$ cat src/rtl/rom_loader_router_if.sv
// ioctl download stream from hps_io into the ROM loader router.
//
// Protocol: ioctl_wr is a one-cycle write strobe with no back-pressure.
// ioctl_addr, ioctl_dout and ioctl_index are valid in the cycle ioctl_wr is
// high. ioctl_download is a level that stays high for the whole transfer.
//
// Signals:
//   ioctl_download  download-active level
//   ioctl_wr        byte strobe
//   ioctl_addr[24:0] byte address
//   ioctl_dout[7:0] byte data
//   ioctl_index[7:0] download index (selects ROM / mod / DIP)
//
// Modports: master = stream source (hps_io), slave = router.
interface rom_loader_router_if;
  logic        ioctl_download;
  logic        ioctl_wr;
  logic [24:0] ioctl_addr;
  logic [7:0]  ioctl_dout;
  logic [7:0]  ioctl_index;

  modport master (
    output ioctl_download, ioctl_wr, ioctl_addr, ioctl_dout, ioctl_index
  );

  modport slave (
    input ioctl_download, ioctl_wr, ioctl_addr, ioctl_dout, ioctl_index
  );
endinterface

$ cat src/rtl/rom_loader_router.sv
// ROM download router for arcade cores.
//
// Decodes each ROM-download byte into one of NUM_REGIONS address windows and
// issues a registered one-hot write strobe with the window-relative address.
// Captures the mod-select byte and up to eight DIP bytes. Holds the core in
// reset until a complete ROM image has arrived plus HOLD_CYCLES, and reports
// byte count, 16-bit checksum and a sticky region-miss flag.
//
// Ports:
//   clk_sys          clock
//   reset            synchronous active-high reset (top-level RESET only)
//   ioctl            download stream (slave side)
//   rgn_we           one-hot region write strobe, 1 cycle after the byte
//   rgn_addr         offset within the selected region
//   rgn_data         write data
//   mod_id/mod_valid last captured mod byte / captured since reset
//   dip_sw           DIP bytes, byte k at [8k+7:8k]
//   core_reset_hold  high until the FSM reaches DONE
//   load_done        high only in DONE
//   load_error       sticky: a ROM byte matched no region
//   byte_count       ROM bytes in the current/last download
//   checksum         sum mod 2^16 of ROM bytes in the current/last download
//   fsm_state        current FSM state (IDLE=0, LOADING=1, DRAIN=2, DONE=3)
module rom_loader_router #(
  parameter int                        NUM_REGIONS = 4,
  parameter int                        MAX_AW      = 16,
  parameter logic [NUM_REGIONS*25-1:0] REGION_BASE = {25'h0FF00, 25'h0E000, 25'h08000, 25'h00000},
  parameter logic [NUM_REGIONS*5-1:0]  REGION_AW   = {5'd16, 5'd12, 5'd12, 5'd15},
  parameter logic [7:0]                ROM_INDEX   = 8'd0,
  parameter logic [7:0]                MOD_INDEX   = 8'd1,
  parameter logic [7:0]                DIP_INDEX   = 8'd254,
  parameter int                        HOLD_CYCLES = 16
) (
  input  logic                   clk_sys,
  input  logic                   reset,
  rom_loader_router_if.slave     ioctl,
  output logic [NUM_REGIONS-1:0] rgn_we,
  output logic [MAX_AW-1:0]      rgn_addr,
  output logic [7:0]             rgn_data,
  output logic [7:0]             mod_id,
  output logic                   mod_valid,
  output logic [63:0]            dip_sw,
  output logic                   core_reset_hold,
  output logic                   load_done,
  output logic                   load_error,
  output logic [24:0]            byte_count,
  output logic [15:0]            checksum,
  output logic [1:0]             fsm_state
);

  localparam int CW = (HOLD_CYCLES > 1) ? $clog2(HOLD_CYCLES) : 1;

  typedef enum logic [1:0] {IDLE = 2'd0, LOADING = 2'd1, DRAIN = 2'd2, DONE = 2'd3} state_t;

  state_t                 state;
  logic [CW-1:0]          drain_cnt;
  logic                   is_rom_idx;
  logic                   start;
  logic                   rom_byte;
  logic                   hit;
  logic [NUM_REGIONS-1:0] sel_we;
  logic [MAX_AW-1:0]      sel_off;
  logic [24:0]            win_off;

  assign fsm_state  = state;
  assign is_rom_idx = (ioctl.ioctl_index == ROM_INDEX);
  // A download start is taken from IDLE or DONE; DRAIN ignores it until DONE.
  assign start      = ((state == IDLE) || (state == DONE)) && ioctl.ioctl_download && is_rom_idx;
  // The byte on the start cycle itself belongs to the new download.
  assign rom_byte   = ioctl.ioctl_wr && is_rom_idx && ((state == LOADING) || start);
  assign hit        = |sel_we;

  // Window match: addr >= base and (addr - base) < 2^aw. Checking the
  // offset's upper bits avoids a 26-bit base+size sum. Scanning from the
  // highest index down lets the lowest matching index overwrite last.
  always_comb begin
    sel_we  = '0;
    sel_off = '0;
    win_off = '0;
    for (int i = NUM_REGIONS - 1; i >= 0; i--) begin
      win_off = ioctl.ioctl_addr - REGION_BASE[25*i +: 25];
      if ((ioctl.ioctl_addr >= REGION_BASE[25*i +: 25]) &&
          ((win_off >> REGION_AW[5*i +: 5]) == 25'd0)) begin
        sel_we    = '0;
        sel_we[i] = 1'b1;
        sel_off   = win_off[MAX_AW-1:0];
      end
    end
  end

  always_ff @(posedge clk_sys) begin
    if (reset) begin
      state           <= IDLE;
      drain_cnt       <= '0;
      rgn_we          <= '0;
      rgn_addr        <= '0;
      rgn_data        <= '0;
      mod_id          <= '0;
      mod_valid       <= 1'b0;
      dip_sw          <= '0;
      core_reset_hold <= 1'b1;
      load_done       <= 1'b0;
      load_error      <= 1'b0;
      byte_count      <= '0;
      checksum        <= '0;
    end else begin
      // Write path
      rgn_we <= rom_byte ? sel_we : '0;
      if (rom_byte && hit) begin
        rgn_addr <= sel_off;
        rgn_data <= ioctl.ioctl_dout;
      end

      // Statistics restart on the start cycle, including that cycle's byte
      if (start) begin
        byte_count <= rom_byte ? 25'd1 : 25'd0;
        checksum   <= rom_byte ? {8'd0, ioctl.ioctl_dout} : 16'd0;
        load_error <= rom_byte && !hit;
      end else if (rom_byte) begin
        byte_count <= byte_count + 25'd1;
        checksum   <= checksum + {8'd0, ioctl.ioctl_dout};
        if (!hit) load_error <= 1'b1;
      end

      // Side-band bytes, accepted in any state
      if (ioctl.ioctl_wr && (ioctl.ioctl_index == MOD_INDEX)) begin
        mod_id    <= ioctl.ioctl_dout;
        mod_valid <= 1'b1;
      end
      if (ioctl.ioctl_wr && (ioctl.ioctl_index == DIP_INDEX) && (ioctl.ioctl_addr[24:3] == 22'd0)) begin
        dip_sw[{ioctl.ioctl_addr[2:0], 3'b000} +: 8] <= ioctl.ioctl_dout;
      end

      // FSM with registered hold/done outputs
      case (state)
        IDLE: begin
          if (start) state <= LOADING;
        end
        LOADING: begin
          if (!ioctl.ioctl_download) begin
            state     <= DRAIN;
            drain_cnt <= CW'(HOLD_CYCLES - 1);
          end
        end
        DRAIN: begin
          if (drain_cnt == '0) begin
            state           <= DONE;
            core_reset_hold <= 1'b0;
            load_done       <= 1'b1;
          end else begin
            drain_cnt <= drain_cnt - 1'b1;
          end
        end
        DONE: begin
          if (start) begin
            state           <= LOADING;
            core_reset_hold <= 1'b1;
            load_done       <= 1'b0;
          end
        end
        default: state <= IDLE;
      endcase
    end
  end

endmodule

$ cat src/flat_wrapper.sv
// flat-port wrapper written by rule: the top's interface ports become plain ports
module rom_loader_router_flat 
#(
  parameter int                        NUM_REGIONS = 4,
  parameter int                        MAX_AW      = 16,
  parameter logic [NUM_REGIONS*25-1:0] REGION_BASE = {25'h0FF00, 25'h0E000, 25'h08000, 25'h00000},
  parameter logic [NUM_REGIONS*5-1:0]  REGION_AW   = {5'd16, 5'd12, 5'd12, 5'd15},
  parameter logic [7:0]                ROM_INDEX   = 8'd0,
  parameter logic [7:0]                MOD_INDEX   = 8'd1,
  parameter logic [7:0]                DIP_INDEX   = 8'd254,
  parameter int                        HOLD_CYCLES = 16
)
  (clk_sys, reset, rgn_we, rgn_addr, rgn_data, mod_id, mod_valid, dip_sw, core_reset_hold, load_done, load_error, byte_count, checksum, fsm_state, ioctl_ioctl_download, ioctl_ioctl_wr, ioctl_ioctl_addr, ioctl_ioctl_dout, ioctl_ioctl_index);
  rom_loader_router_if ioctl_i ();
  input  logic clk_sys;
  input  logic reset;
  output logic [NUM_REGIONS-1:0] rgn_we;
  output logic [MAX_AW-1:0] rgn_addr;
  output logic [7:0] rgn_data;
  output logic [7:0] mod_id;
  output logic mod_valid;
  output logic [63:0] dip_sw;
  output logic core_reset_hold;
  output logic load_done;
  output logic load_error;
  output logic [24:0] byte_count;
  output logic [15:0] checksum;
  output logic [1:0] fsm_state;
  input wire logic [$bits(ioctl_i.ioctl_download)-1:0] ioctl_ioctl_download;
  input wire logic [$bits(ioctl_i.ioctl_wr)-1:0] ioctl_ioctl_wr;
  input wire logic [$bits(ioctl_i.ioctl_addr)-1:0] ioctl_ioctl_addr;
  input wire logic [$bits(ioctl_i.ioctl_dout)-1:0] ioctl_ioctl_dout;
  input wire logic [$bits(ioctl_i.ioctl_index)-1:0] ioctl_ioctl_index;
  assign ioctl_i.ioctl_download = ioctl_ioctl_download;
  assign ioctl_i.ioctl_wr = ioctl_ioctl_wr;
  assign ioctl_i.ioctl_addr = ioctl_ioctl_addr;
  assign ioctl_i.ioctl_dout = ioctl_ioctl_dout;
  assign ioctl_i.ioctl_index = ioctl_ioctl_index;
  rom_loader_router #(.NUM_REGIONS(NUM_REGIONS), .MAX_AW(MAX_AW), .REGION_BASE(REGION_BASE), .REGION_AW(REGION_AW), .ROM_INDEX(ROM_INDEX), .MOD_INDEX(MOD_INDEX), .DIP_INDEX(DIP_INDEX), .HOLD_CYCLES(HOLD_CYCLES)) u_core (.clk_sys(clk_sys), .reset(reset), .ioctl(ioctl_i), .rgn_we(rgn_we), .rgn_addr(rgn_addr), .rgn_data(rgn_data), .mod_id(mod_id), .mod_valid(mod_valid), .dip_sw(dip_sw), .core_reset_hold(core_reset_hold), .load_done(load_done), .load_error(load_error), .byte_count(byte_count), .checksum(checksum), .fsm_state(fsm_state));
endmodule
$ cat config.mk
export PLATFORM = sky130hd
export DESIGN_NAME = rom_loader_router_flat
export DESIGN_NICKNAME = d
export VERILOG_FILES = /design/src/rtl/rom_loader_router_if.sv /design/src/rtl/rom_loader_router.sv /design/src/flat_wrapper.sv
export SDC_FILE = /design/constraint.sdc
export NUM_CORES = 1
export LEC_CHECK = 0
export CAP_MARGIN = 25
export CORE_MARGIN = 5
export CORE_UTILIZATION = 49
export CTS_BUF_LIST = sky130_fd_sc_hd__clkbuf_16
export CTS_CLUSTER_SIZE = 10
export DETAILED_ROUTE_END_ITERATION = 8
export MAX_ROUTING_LAYER = met4
export PLACE_DENSITY = 0.79
export SLEW_MARGIN = 5
export SYNTH_ARGS = -nofsm -noshare
export SYNTH_HDL_FRONTEND = slang
export SYNTH_SLANG_ARGS = --single-unit
$ cat constraint.sdc
create_clock -name clk_sys -period 3.8 [get_ports clk_sys]
set_input_delay 0.38 -clock clk_sys [delete_from_list [all_inputs] [get_ports clk_sys]]
set_output_delay 0.38 -clock clk_sys [all_outputs]
set_load 0.1 [all_outputs]
==> metrics.md, run 1 <==
| Metric | Value |
|---|---|
| CTS max path bufs | `2` |
| Largest net degree at the start of global routing | `65` |
| GRT Resource Usage Total | `between 20 and 25%` |
| Max-cap violations | `0` |
| Post-Synth Adder-Cell Area | `4.37%` |
| Slew Limit Fails | `0` |
| Avg WL per Cell | `approximately 17 um` |
| GRT busiest layer | `met2` |
| PwrDens | `slightly below 400 nW/um^2` |
| Vias | `6840` |
| Sequential-to-total area share from yosys stat | `41.3%` |
| Yosys warns | `0` |
| Worst Tran Pin Value | `around 1.0 ns` |
| Buffer and inverter count on the worst path | `3` |
| Setup_tns | `0 ns` |
| DRT Pass-1 Iters | `5` |
| Netlist cell types | `62` |
| Final setup fails | `0` |
| Hold Violations, Final | `0` |
| Crit-path max cell delay | `0.69 ns` |
| Final Wtd Congestion | `0.917` |
| Dominant synthesized flop cell | `dfxtp_1` |
| Crit path required time | `4.10 ns` |
| PnR worst setup slack | `0.642 ns` |
| Slew HR | `30.0%` |
| Drc violations | `0` |
| Post-synthesis mux area share | `8.24%` |
| Die width | `132 um` |
| Vias per Instance | `5.48` |
| Met3 Use GR | `~5.3%` |
| M1 GR Usage | `31.1%` |
| Total CTS buffers | `17` |
| Largest family of logic cells by synthesized area | `simple AND/OR/NAND/NOR gates` |
| Starting DRC count in detailed routing | `518` |
| Commonest non-fill, non-tap cell in the layout | `clkdlybuf4s50_1` |
| LEAKAGE | `between 3 and 4 nW` |
| Clk_skew | `0.00609 ns` |
| Commonest non-fill, non-tap cells in the layout | `clkdlybuf4s50_1 (190), dfxtp_1 (151), nor2_1 (135), nand2_1 (67), mux2i_1 (58)` |
| Yosys top cell by area | `dfxtp_1` |
| Hold Buf Count CTS | `0` |
| Maximum clock frequency | `about 0.32 GHz` |
| # fillers | `between 1k and 1.5k` |
| Layout cell share with drive strength beyond 1 | `7.98%` |
| Register bit total from synthesis | `151` |
| CTS tree | `yes` |
| Row Count | `44` |
| Detailed Place HPWL | `about 15000 um` |
| Vias in the first global route | `6615` |
| Compound-cell area share of the yosys netlist | `between 10% and 20%` |
| Cell family with most CP delay | `simple AND/OR/NAND/NOR gates` |
| Status | `finished clean` |
| Core region area | `14600 um^2` |
| M2 GR Usage | `38.2%` |
| CP Launch Type | `input pin` |
| Final period util | `83.1%` |
| Post-CTS Resized | `0` |
| CTS Sinks | `151` |
| # nets final | `1122` |
| Setup WS pre-CTS | `0.191 ns` |
| Setup Crit Path Kind | `in -> reg` |
| Routed WL | `20800 um` |
| Critical Path End Type | `flop` |
| Tot Pwr | `between 3 and 4 mW` |
| Synth Area per Inst | `around 8.5 um^2` |
| Worst-path fanout max | `8` |
| Die height | `132 um` |
| Worst-path clk slew | `0.07 ns` |
| Mapped cell area | `around 7300 um^2` |
| Worst Path Arrival | `approximately 3.5 ns` |
| P&R area growth vs syn | `37.6%` |
| RSZ-0062 raised after global routing | `no` |
| Boundary Pins | `192` |
| Final instance area | `10100 um^2` |
| Clock Latency Late Sink | `approximately 0.43 ns` |
| XOR/XNOR Fraction of Synth Area | `under 10%` |
| Simple-gate area share of the yosys netlist | `24.4%` |
| Post-synth EDFFs | `0` |
| Global-route wire length before repair | `34200 um` |
| Most frequent CP cell | `buf_4` |
| Syn Inst Count | `863` |
| Crit path time final | `3.16 ns` |
| GRT overflow | `0` |
| Antenna-violating nets left | `0` |
| Peak supply drop | `0.325 mV` |
| H-Tree Depth | `4` |
| Worst-path cell chain | `clkdlybuf4s50_1, buf_4, nor4_4, nand3_1, or4_1, or2_1, nor4b_2, buf_4, mux2i_1, nor2_1` |
| Hold WC Path Type | `reg -> reg` |
| Initial antenna violation count | `0` |
| Postcts setup bufs | `0` |
| Antenna cells | `0` |
| Ys async rst share | `0%` |
| Synth area leaders | `dfxtp_1 (41%), mux2i_1 (7.9%), nor2_1 (6.9%)` |
| Port bufs | `around 190` |
| Die footprint | `about 17000 um^2` |
| Root Buffer | `clkbuf_16` |
| Syn nets | `approximately 930` |
| DP Area | `between 9000 and 10000 um^2` |
| Area fraction of the dominant cell type after synthesis | `approximately 41%` |
| Initial Util | `50.2%` |
| Crit-path slowest cell | `or4_1` |
## logic make-up after synthesis
kind of cell,count (synthesis)
fa+ha+maj,25
mux,60
buf+inv,86
flops,151
compound gates,135
simple gates,365
xor+xnor,41
## per-layer routing
metal / vias up / wire length [um]
met5: - / 0
met4: 0 / 252
met3: 22 / 1160
met2: 200 / 9880
met1: 3217 / 9500
li1: 3401 / -
## final timing paths
| check | depth (start not counted) | end | start | slack (ns) |
|---|---|---|---|---|
| setup / recovery | 10 | u_core.dip_sw[37] | ioctl_ioctl_addr[19] | 0.64 |
| hold / removal | 2 | u_core.dip_sw[8] | u_core.dip_sw[8] | 0.45 |
| setup reg to reg | 10 | u_core.byte_count[24] | u_core.fsm_state[0] | 1.26 |
| hold reg to reg | 2 | u_core.dip_sw[8] | u_core.dip_sw[8] | 0.45 |
## state kept, by name, indices dropped and copies added, names as in the netlist
| register | count |
|---|---|
| u_core.dip_sw | 64 |
| u_core.byte_count | 25 |
| u_core.checksum | 16 |
| u_core.rgn_addr | 16 |
| u_core.mod_id | 8 |
| u_core.rgn_data | 8 |
| u_core.drain_cnt | 4 |
| u_core.rgn_we | 4 |
| u_core.fsm_state | 2 |
| u_core.core_reset_hold | 1 |
| u_core.load_done | 1 |
| u_core.load_error | 1 |
| u_core.mod_valid | 1 |
## stage by stage
step / utilization, % / std cells / hold slack (ns)
6_report: 69.1 / 1249 / 0.454
2_1_floorplan: - / 863 / 0.476
3_5_place_dp: 65.2 / 1217 / 0.443
3_3_place_gp: 65.2 / 1217 / 0.438
5_1_grt: 69.1 / 1249 / 0.470
4_1_cts: 69.1 / 1249 / 0.452
## cell type report
type / instances / area (um^2) / area share [%]
clock buffer: 17 / 425 / 4.22
timing repair buffer: 228 / 2200 / 21.8
sequential: 151 / 3020 / 30.0
clock inverter: 15 / 139 / 1.38
tap: 184 / 230 / 2.28
inverter: 28 / 105 / 1.04
multi-input combinational: 626 / 3960 / 39.2
## synth_stat cells, types with 2 or more instances
| cell | instances |
|---|---|
| a211oi_1 | 13 |
| a21boi_0 | 3 |
| a21o_1 | 4 |
| a21oi_1 | 56 |
| a22oi_1 | 6 |
| a311oi_1 | 6 |
| a31oi_1 | 2 |
| a41oi_1 | 3 |
| and3_1 | 9 |
| and3b_1 | 2 |
| and4_1 | 8 |
| buf_2 | 8 |
| buf_4 | 4 |
| buf_6 | 2 |
| clkbuf_1 | 44 |
| dfxtp_1 | 151 |
| ha_1 | 24 |
| inv_1 | 28 |
| mux2_2 | 2 |
| mux2i_1 | 58 |
| nand2_1 | 67 |
| nand2b_1 | 5 |
| nand3_1 | 54 |
| nand4_1 | 19 |
| nor2_1 | 135 |
| nor2b_1 | 8 |
| nor3_1 | 17 |
| nor3b_1 | 3 |
| nor4_1 | 6 |
| nor4_4 | 2 |
| nor4b_1 | 4 |
| o2111ai_1 | 3 |
| o211ai_1 | 3 |
| o21ai_0 | 18 |
| o22ai_1 | 4 |
| o31ai_1 | 2 |
| or2_2 | 4 |
| or3_1 | 13 |
| xnor2_1 | 20 |
| xor2_1 | 21 |
## power breakdown
group	total, mW	switching [mW]	internal [mW]
logic	0.641	0.421	0.221
registers	1.66	0.0345	1.62
clock network	1.60	0.738	0.860
total	3.89	1.19	2.70
## tightest hold or removal path, stage by stage, from the launching register on
cell and delay, ns:
dfxtp_1 0.31, nand2_1 0.05, a21oi_1 0.05
Note: power is estimated with default switching activity, not from simulation.
==> run 2, diff against run 1 <==
--- a/config.mk
+++ b/config.mk
@@ -7,12 +7,12 @@
 export LEC_CHECK = 0
 export CAP_MARGIN = 25
 export CORE_MARGIN = 5
-export CORE_UTILIZATION = 49
+export CORE_UTILIZATION = 44
 export CTS_BUF_LIST = sky130_fd_sc_hd__clkbuf_16
 export CTS_CLUSTER_SIZE = 10
 export DETAILED_ROUTE_END_ITERATION = 8
 export MAX_ROUTING_LAYER = met4
-export PLACE_DENSITY = 0.79
+export PLACE_DENSITY = 0.75
 export SLEW_MARGIN = 5
 export SYNTH_ARGS = -nofsm -noshare
 export SYNTH_HDL_FRONTEND = slang
==> constraint.sdc (replaced) <==
create_clock -name clk_sys -period 2.82 [get_ports clk_sys]
set_input_delay 0.282 -clock clk_sys [delete_from_list [all_inputs] [get_ports clk_sys]]
set_output_delay 0.282 -clock clk_sys [all_outputs]
set_load 0.1 [all_outputs]
==> metrics.md, run 2 (synthesized netlist as in run 1, its figures left out) <==
| Metric | Value |
|---|---|
| Status | `finished clean (unchanged)` |
| Worst Path Arrival | `3.01 ns (was 3.46 ns)` |
| Layout cell share with drive strength beyond 1 | `28.5% (was 7.98%)` |
| Initial antenna violation count | `0 (unchanged)` |
| Most frequent CP cell | `or3_1 (was buf_4)` |
| Worst-path clk slew | `0.06 ns (was 0.07 ns)` |
| Initial Util | `44.5% (was 50.2%)` |
| Clk_skew | `0.00804 ns (was 0.00609 ns)` |
| Storage cell area | `3030 um^2 (was 3020 um^2)` |
| # nets final | `1198 (was 1122)` |
| Top flop regs | `u_core.dip_sw (64), u_core.byte_count (25) (unchanged)` |
| Boundary Pins | `192 (unchanged)` |
| Max reg flops | `64 (unchanged)` |
| Largest Register | `u_core.dip_sw (unchanged)` |
| Die footprint | `19300 um^2 (was 17500 um^2)` |
| Max-cap violations | `0 (unchanged)` |
| Non-filler cells, final | `1361 (was 1249)` |
| Hold slack | `0.236 ns (was 0.454 ns)` |
| Tot Pwr | `5.36 mW (was 3.89 mW)` |
| GRT overflow | `0 (unchanged)` |
| Fin util | `63.6% (was 69.1%)` |
| Internal cell power | `3.76 mW (was 2.70 mW)` |
| P&R area growth vs syn | `42.9% (was 37.6%)` |
| Die width | `139 um (was 132 um)` |
| Antenna-violating nets left | `0 (unchanged)` |
| Total CTS buffers | `17 (unchanged)` |
| Setup Crit Path Kind | `in -> reg (unchanged)` |
| Largest net degree at the start of global routing | `96 (was 65)` |
| CTS max path bufs | `2 (unchanged)` |
| Antenna cells | `0 (unchanged)` |
| Maximum clock frequency | `0.373 GHz` |
| Final setup fails | `0 (unchanged)` |
| Port bufs | `191 (unchanged)` |
| Avg WL per Cell | `16.7 um (was 16.6 um)` |
| LEAKAGE | `4.46 nW (was 3.72 nW)` |
| Die height | `139 um (was 132 um)` |
| Final Wtd Congestion | `0.918 (was 0.917)` |
| Placed insts | `1327 (was 1217)` |
| Row Count | `47 (was 44)` |
| Clock Latency Late Sink | `0.42 ns (was 0.43 ns)` |
| Drc violations | `0 (unchanged)` |
| Hold WC Path Type | `in -> reg (was reg -> reg)` |
| Detailed Place HPWL | `16700 um (was 15100 um)` |
| CTS tree | `yes (unchanged)` |
| Slew Limit Fails | `0 (unchanged)` |
| Hold Buf Count CTS | `0 (unchanged)` |
| GRT Resource Usage Total | `23.4% (was 24.1%)` |
| Slew HR | `65.2% (was 30.0%)` |
| DRT Pass-1 Iters | `5 (unchanged)` |
| Worst-path fanout max | `5 (was 8)` |
| Crit-path max cell delay | `0.48 ns (was 0.69 ns)` |
| Logic gate share of total power | `17.3% (was 16.5%)` |
| H-Tree Depth | `4 (unchanged)` |
| Hold Violations, Final | `0 (unchanged)` |
| Vias per Instance | `5.26 (was 5.48)` |
| CP Launch Type | `input pin (unchanged)` |
| Commonest non-fill, non-tap cells in the layout | `buf_4 (256), dfxtp_1 (146), nor2_1 (135), nand2_1 (67), mux2i_1 (58) (was clkdlybuf4s50_1 (190), dfxtp_1 (151), nor2_1 (135), nand2_1 (67), mux2i_1 (58))` |
| Seq pwr share | `41.7% (was 42.5%)` |
| Root Buffer | `clkbuf_16 (unchanged)` |
| Core region area | `16500 um^2 (was 14600 um^2)` |
| Routed WL | `22700 um (was 20800 um)` |
| P_sw | `1.60 mW (was 1.19 mW)` |
| Worst-path cell chain | `clkdlybuf4s50_1, buf_4, or3_1, o31a_1, o22ai_1, and3_1, nand4_2, or3b_4, or3_1, a311oi_2 (was clkdlybuf4s50_1, buf_4, nor4_4, nand3_1, or4_1, or2_1, nor4b_2, buf_4, mux2i_1, nor2_1)` |
| Critical Path End Type | `flop (unchanged)` |
| Peak supply drop | `0.454 mV (was 0.325 mV)` |
| Starting DRC count in detailed routing | `444 (was 518)` |
| PwrDens | `513 nW/um^2 (was 386 nW/um^2)` |
| Setup_tns | `0 ns (unchanged)` |
| Worst Tran Pin Value | `0.517 ns (was 1.05 ns)` |
| CTS Sinks | `151 (unchanged)` |
| Multi-input logic area | `4020 um^2 (was 3960 um^2)` |
| Crit path time final | `2.68 ns` |
| Buffer and inverter count on the worst path | `2 (was 3)` |
| Final period util | `95.1%` |
| Commonest non-fill, non-tap cell in the layout | `buf_4 (was clkdlybuf4s50_1)` |
| # fillers | `1434 (was 1171)` |
| Clk pwr share | `41.1% (was 41.0%)` |
| Crit-path slowest cell | `clkdlybuf4s50_1 (was or4_1)` |
| Switching Share | `29.8% (was 30.6%)` |
| Vias in the first global route | `6911 (was 6615)` |
| Vias | `7165 (was 6840)` |
| Cell family with most CP delay | `simple AND/OR/NAND/NOR gates (unchanged)` |
| Global-route wire length before repair | `36000 um (was 34200 um)` |
| Crit path required time | `3.15 ns (was 4.10 ns)` |
run 2: changes by cell type in the layout (fill, tap and decap cells not counted), sizes merged:
cell,before,now
clkinvlp,4,3
clkbuf,17,18
inv,36,35
clkdlybuf4s50,190,40
clkinv,3,4
buf,38,260
dlymetal6s2s,0,3
bufinv,0,1
run 2: power groups by stage:
| stage | clock, mW | sequential [mW] | combinational [mW] |
|---|---|---|---|
| 3_3_place_gp | 0 | 2.28 | 0.910 |
| 3_5_place_dp | 0 | 2.28 | 0.917 |
| 4_1_cts | 2.24 | 2.23 | 0.923 |
| 2_1_floorplan | 0 | 2.46 | 0.421 |
| 5_1_grt | 2.34 | 2.24 | 1.01 |
| 6_report | 2.20 | 2.23 | 0.926 |
run 2: cell type report:
type / instances / share of cell area [%]
Clock buffer: 17 / 4.07
Clock inverter: 15 / 1.37
Inverter: 28 / 1.00
Multi-Input combinational cell: 626 / 38.4
Sequential cell: 151 / 28.9
Tap cell: 220 / 2.63
Timing Repair Buffer: 304 / 23.6
run 2: per-layer routing:
layer	share of wire [%]	wire length, um	up-vias	GRT usage, %
met5	0	0	-	-
met4	1.9	439	0	7.11
met3	4.1	921	31	5.03
met2	48	10900	162	37.4
met1	46	10400	3432	29.9
li1	-	-	3540	-
run 2: per-stage QoR:
step	cell area, um^2	worst slack [ns]
CTS	10400	0.00138
floorplan	7330	0.000623
finish	10500	0.137
global route	10500	-0.0196
global placement	9800	-0.384
detailed placement	9800	-0.462
run 2: path summary, 6_finish.rpt:
kind	from	to	slack, ns	cells after the start
setup / recovery	ioctl_ioctl_addr[16]	u_core.rgn_addr[13]	0.14	10
hold / removal	reset	u_core.rgn_addr[3]	0.24	2
setup reg to reg	u_core.checksum[0]	u_core.checksum[12]	0.38	11
hold reg to reg	u_core.mod_valid	u_core.mod_valid	0.45	2
run 2: timing repair:
action                                  CTS  global route
gates resized for setup                   1            14
buffers inserted                          0             1
endpoints found under the setup margin    4            33
cloned                                    0             1
pin swaps                                 0             4
